==> src/rtl/updown_cnt_sequencer.sv <==
// Purpose: turns LOAD/UP/DOWN/HOLD commands into cycle-exact drive for a 16-bit up/down counter.
// Latency: all outputs registered; LOAD takes 1 active cycle, UP/DOWN/HOLD take N, then a 1-cycle done pulse.
// Backpressure: cmd_ready is high only in IDLE; a held cmd_valid waits there until the sequencer returns.
//
// Ports:
//   clk, rst_                  clock and asynchronous active-low reset
//   cmd_valid/cmd_ready        command handshake; cmd_op, cmd_data, cmd_steps are the command fields
//   abort                      cut the running COUNT/WAIT short
//   data_in, ld_cnt,
//   updn_cnt, count_enb        drive to the downstream counter (ld_cnt is active-low)
//   busy, done, aborted        status; aborted qualifies the done pulse
module updown_cnt_sequencer #(
   parameter int WIDTH = 16,
   parameter int STEPW = 8
) (
   input  logic             clk,
   input  logic             rst_,
   input  logic             cmd_valid,
   output logic             cmd_ready,
   input  logic [1:0]       cmd_op,
   input  logic [WIDTH-1:0] cmd_data,
   input  logic [STEPW-1:0] cmd_steps,
   input  logic             abort,
   output logic [WIDTH-1:0] data_in,
   output logic             ld_cnt,
   output logic             updn_cnt,
   output logic             count_enb,
   output logic             busy,
   output logic             done,
   output logic             aborted
);

   localparam logic [1:0] OP_LOAD = 2'b00;
   localparam logic [1:0] OP_UP   = 2'b01;
   localparam logic [1:0] OP_DOWN = 2'b10;
   localparam logic [1:0] OP_HOLD = 2'b11;

   typedef enum logic [2:0] {
      S_IDLE  = 3'd0,
      S_LOAD  = 3'd1,
      S_COUNT = 3'd2,
      S_WAIT  = 3'd3,
      S_DONE  = 3'd4
   } state_t;

   state_t           state, state_nxt;
   logic [STEPW-1:0] rem, rem_nxt;
   logic [WIDTH-1:0] data_nxt;
   logic             updn_nxt;
   logic             aborted_nxt;
   logic             accept;

   assign accept = (state == S_IDLE) && cmd_valid && cmd_ready;

   always_comb begin
      state_nxt   = state;
      rem_nxt     = rem;
      data_nxt    = data_in;
      updn_nxt    = updn_cnt;
      aborted_nxt = 1'b0;
      case (state)
         S_IDLE: begin
            if (accept) begin
               case (cmd_op)
                  OP_LOAD: begin
                     state_nxt = S_LOAD;
                     data_nxt  = cmd_data;
                  end
                  OP_UP, OP_DOWN: begin
                     // Direction is taken at accept so it is already valid
                     // on the first enabled cycle.
                     updn_nxt  = (cmd_op == OP_UP);
                     rem_nxt   = cmd_steps;
                     state_nxt = (cmd_steps == '0) ? S_DONE : S_COUNT;
                  end
                  OP_HOLD: begin
                     rem_nxt   = cmd_steps;
                     state_nxt = (cmd_steps == '0) ? S_DONE : S_WAIT;
                  end
                  default: state_nxt = S_IDLE;
               endcase
            end
         end
         S_LOAD: state_nxt = S_DONE;
         S_COUNT, S_WAIT: begin
            rem_nxt = rem - 1'b1;
            if (rem == STEPW'(1)) begin
               // Final step edge: abort has nothing left to cut short.
               state_nxt = S_DONE;
            end else if (abort) begin
               state_nxt   = S_DONE;
               aborted_nxt = 1'b1;
               rem_nxt     = '0;
            end
         end
         S_DONE:  state_nxt = S_IDLE;
         default: state_nxt = S_IDLE;
      endcase
   end

   // Outputs are registered from the next state so each one lines up
   // exactly with the state it describes.
   always_ff @(posedge clk or negedge rst_) begin
      if (!rst_) begin
         state     <= S_IDLE;
         rem       <= '0;
         data_in   <= '0;
         updn_cnt  <= 1'b1;
         ld_cnt    <= 1'b1;
         count_enb <= 1'b0;
         busy      <= 1'b0;
         done      <= 1'b0;
         aborted   <= 1'b0;
         cmd_ready <= 1'b0;
      end else begin
         state     <= state_nxt;
         rem       <= rem_nxt;
         data_in   <= data_nxt;
         updn_cnt  <= updn_nxt;
         ld_cnt    <= (state_nxt != S_LOAD);
         count_enb <= (state_nxt == S_COUNT);
         busy      <= (state_nxt == S_LOAD) || (state_nxt == S_COUNT) || (state_nxt == S_WAIT);
         done      <= (state_nxt == S_DONE);
         aborted   <= aborted_nxt;
         cmd_ready <= (state_nxt == S_IDLE);
      end
   end

endmodule

==> config.mk <==
export PLATFORM = sky130hd
export DESIGN_NAME = updown_cnt_sequencer
export DESIGN_NICKNAME = d
export VERILOG_FILES = /design/src/rtl/updown_cnt_sequencer.sv
export SDC_FILE = /design/constraint.sdc
export NUM_CORES = 1
export LEC_CHECK = 0
export ABC_CLOCK_PERIOD_IN_PS = 4200
export CORE_ASPECT_RATIO = 1.25
export CORE_UTILIZATION = 35
export DETAILED_ROUTE_END_ITERATION = 8
export HOLD_SLACK_MARGIN = 0.1
export PLACE_DENSITY = 0.61
export SETUP_SLACK_MARGIN = 0.15
export SLEW_MARGIN = 10
export SYNTH_ARGS = -nofsm -noshare
export SYNTH_HDL_FRONTEND = slang
export SYNTH_SLANG_ARGS = --single-unit
==> constraint.sdc <==
create_clock -name clk -period 4.2 [get_ports clk]
set_input_delay 0.63 -clock clk [delete_from_list [all_inputs] [get_ports clk]]
set_output_delay 0.63 -clock clk [all_outputs]
set_load 0.01 [all_outputs]
==> impl_metrics.csv <==
group,metric,value,unit
yosys,avgSynthCellArea,11.50,sq um
timing,rsz0062_at_grt,"false",
job,max-cap-violations,0,
worst_hold_path,holdPathEnd,"data_in[15]$_DFFE_PN0P_",
pwr,peakVddDrop,0.0002395,V
cells_and_area,drive_above_1_share,18.45,%
setup_path,crit_type,"in2reg",
pwr,p_int,974.1,uW
clocking,hold_buffers,0,
yosys,synth_ff_type,"dfrtp_1",
setup_path,slowest_delay,620,ps
placed_design,io_buffer_count,52,
setup_path,endpoint_kind,"register",
yosys,yosys.area.top_type,"dfrtp_1",
global_routing,grt_max_degree,35,
global_routing,grt_pass1_vias,1397,
timing,hold_viol,0,
clocking,post-cts-setup-buffers,0,
floorplanning,io_pins,53,
setup_path,r2r_end,"rem[3]$_DFFE_PN0P_",
timing,setup_viol,0,
timing,fin_crit_sh,56.33,%
pwr,power_frac_comb,44.9,%
routing,drc,0,
yosys,synth_area,1702,sq um
timing,max_freq,422.7,MHz
routing,ant_nets,0,
placed_design,place_congestion,0.8902,
yosys,async_reset_ff_share,100.0,%
cells_and_area,nNetsFinal,241,
yosys,yosysSeqAreaShare,50.15,%
clocking,cts_sinks,34,
global_routing,grt_pass1_wl,6285,um
yosys,synth_common_cells,"dfrtp_1, mux2_2, nand2_1, a21oi_1, inv_1",
yosys,yosysWarnings,0,
pwr,power_leakage,0.001017,uW
setup_path,r2r_start,"rem[1]$_DFFE_PN0P_",
setup_path,rrSetupSlack,2350,ps
setup_path,worst_setup_path_start_kind,"input port",
clocking,cts_inserted_buffers,5,
routing,wl,3957,um
pwr,power,1506,uW
timing,tns,0,ps
clocking,ctsResizeCount,0,
yosys,syn-num-nets,184,
global_routing,gr-usage-all-layers,16.20,%
floorplanning,die_w,64.37,um
cells_and_area,syn2layout_area_growth,39.49,%
floorplanning,start_util,36.25,%
cells_and_area,antenna-diode-count,0,
placed_design,pre_cts_slack,1489,ps
timing,slew_headroom,31.12,%
setup_path,cp_top_family,"compound AO/OA/AOI/OAI gates",
timing,fin_skew,7.945,ps
setup_path,crit_chain,"clkdlybuf4s50_1 > inv_1 > ha_1 > and4bb_2 > o21bai_1 > a22oi_1 > nand2_1",
clocking,cts.htree.levels,2,
pwr,power_frac_clock,15.5,%
clocking,cts-root-buf,"clkbuf_8",
global_routing,antenna_found_initial,0,
worst_hold_path,hp-class,"reg2reg",
yosys,synth_area_leaders,"dfrtp_1, mux2_2, ha_1",
yosys,syn_inst,148,
global_routing,overflow,0,
pwr,p_per_area,634.3,nW/um^2
timing,tightest_slew,1024,ps
pwr,seqPwrFrac,39.6,%
floorplanning,rows,28,
timing,layout_min_cycle_time,2366,ps
status,outcome,"finished, final reports clean",
yosys,synth_top_area_share,47.06,%
setup_path,cp.buffers_inverters,2,
placed_design,dp_cells,258,
yosys,ys_types,42,
clocking,clk-insertion-delay-late,290,ps
cells_and_area,layoutNonFillerInstCount,266,
timing,slew_viol_final,0,
worst_hold_path,whs_path_depth,1,
worst_hold_path,min_from,"data_in[15]$_DFFE_PN0P_",
clocking,clk_pin_slew_worst_paths,70,ps
pwr,switchingPower,531.4,uW
setup_path,slowest_stage,"o21bai_1",
routing,vias_per_cell,5.286,
setup_path,rr_worst_depth,6,
placed_design,dp_hpwl,2888,um
routing,drtIter0Drc,48,
yosys,synth_edf_count,0,
floorplanning,die_area,5146,sq um
timing,timing.final.ws_setup,1834,ps
routing,drtPass1Iterations,4,
floorplanning,coreArea,4695,sq um
clocking,cts.path.max_buffers,2,
setup_path,worstPathRequired,4420,ps
setup_path,path_max_fanout,10,
routing,vias,1406,
yosys,synth.most_common_cell,"dfrtp_1",
floorplanning,die_h,79.96,um
cells_and_area,final_core_util,50.56,%
pwr,p_sw_share,35.30,%
yosys,synth-seq-cells,34,
setup_path,cp_data_arrival_time,2580,ps
clocking,cts_tree,"done",
routing,routedWlPerCell,14.88,um
-- layout by cell type (no fill, tap or decap), types with 2 or more instances in the layout --
cell type	Yosys	layout
a21oi_1	8	8
a221oi_1	2	2
a22oi_1	4	4
clkbuf_8	0	5
clkdlybuf4s50_1	0	52
clkinv_2	0	2
dfrtp_1	32	32
dfstp_2	2	2
ha_1	6	6
inv_1	8	8
mux2_2	17	17
nand2_1	9	9
nand2b_1	3	3
nor2_1	6	6
nor2b_1	3	3
nor3_1	3	3
nor4_1	5	5
o21ai_0	7	7
o31ai_1	2	2
or3_1	4	4
or3_4	2	2
-- stage by stage --
step           area [sq um]  hold slack, ps
2_1_floorplan          1702           334.4
3_3_place_gp           2291           488.5
3_5_place_dp           2291           491.9
4_1_cts                2374           507.6
5_1_grt                2374           523.2
6_report               2374           502.3
-- state kept, by name, indices dropped and copies added (netlist names) --
name and cells:
data_in 16, state 3, count_enb 1, updn_cnt 1, ld_cnt 1, rem 8, cmd_ready 1, busy 1
done 1, aborted 1
-- logic make-up (layout without fill, tap and decap cells) --
| family | after synthesis | after routing | share of synthesized area [%] |
|---|---|---|---|
| AO/OA/AOI/OAI | 33 | 33 | 13.60 |
| adder cells (fa/ha/maj) | 6 | 6 | 4.412 |
| buffers and inverters | 11 | 69 | 2.573 |
| flip-flops | 34 | 34 | 50.15 |
| multiplexers | 17 | 17 | 11.25 |
| AND/OR/NAND/NOR | 47 | 47 | 18.02 |
-- worst max-delay path by stage --
stage              start            endpoint  cells past startpoint
2_1_floorplan  cmd_op[1]  rem[2]$_DFFE_PN0P_                      6
3_3_place_gp   cmd_op[0]  rem[4]$_DFFE_PN0P_                      6
3_5_place_dp   cmd_op[0]  rem[6]$_DFFE_PN0P_                      6
4_1_cts        cmd_op[0]  rem[6]$_DFFE_PN0P_                      6
5_1_grt        cmd_op[0]  rem[6]$_DFFE_PN0P_                      6
6_report       cmd_op[1]  rem[6]$_DFFE_PN0P_                      7
-- power by group through the flow --
stage | registers, uW | clock network, uW | logic, uW
2_1_floorplan | 620 | 0 | 337
3_3_place_gp | 592 | 0 | 662
3_5_place_dp | 600 | 0 | 681
4_1_cts | 594 | 243 | 684
5_1_grt | 617 | 264 | 729
6_report | 596 | 233 | 676
-- cell type report --
| class | count | area [sq um] |
|---|---|---|
| timing repair buffer | 53 | 528.0 |
| multi-input combinational | 103 | 804.5 |
| clock buffer | 6 | 72.57 |
| inverter | 8 | 30.03 |
| tap | 60 | 75.07 |
| sequential | 34 | 853.3 |
| clock inverter | 2 | 10.01 |
| fill | 444 | 2321 |
-- per-layer routing --
metal | up-vias | GRT usage (%) | part of all wire (%) | wire length [um]
met5 | - | 0 | 0 | 0
met4 | 0 | 9.111 | 2.3 | 91
met3 | 10 | 4.571 | 7.1 | 280
met2 | 57 | 28.32 | 50 | 1984
met1 | 676 | 17.32 | 40 | 1601
li1 | 663 | - | - | -
(Power assumes the default switching activity.)
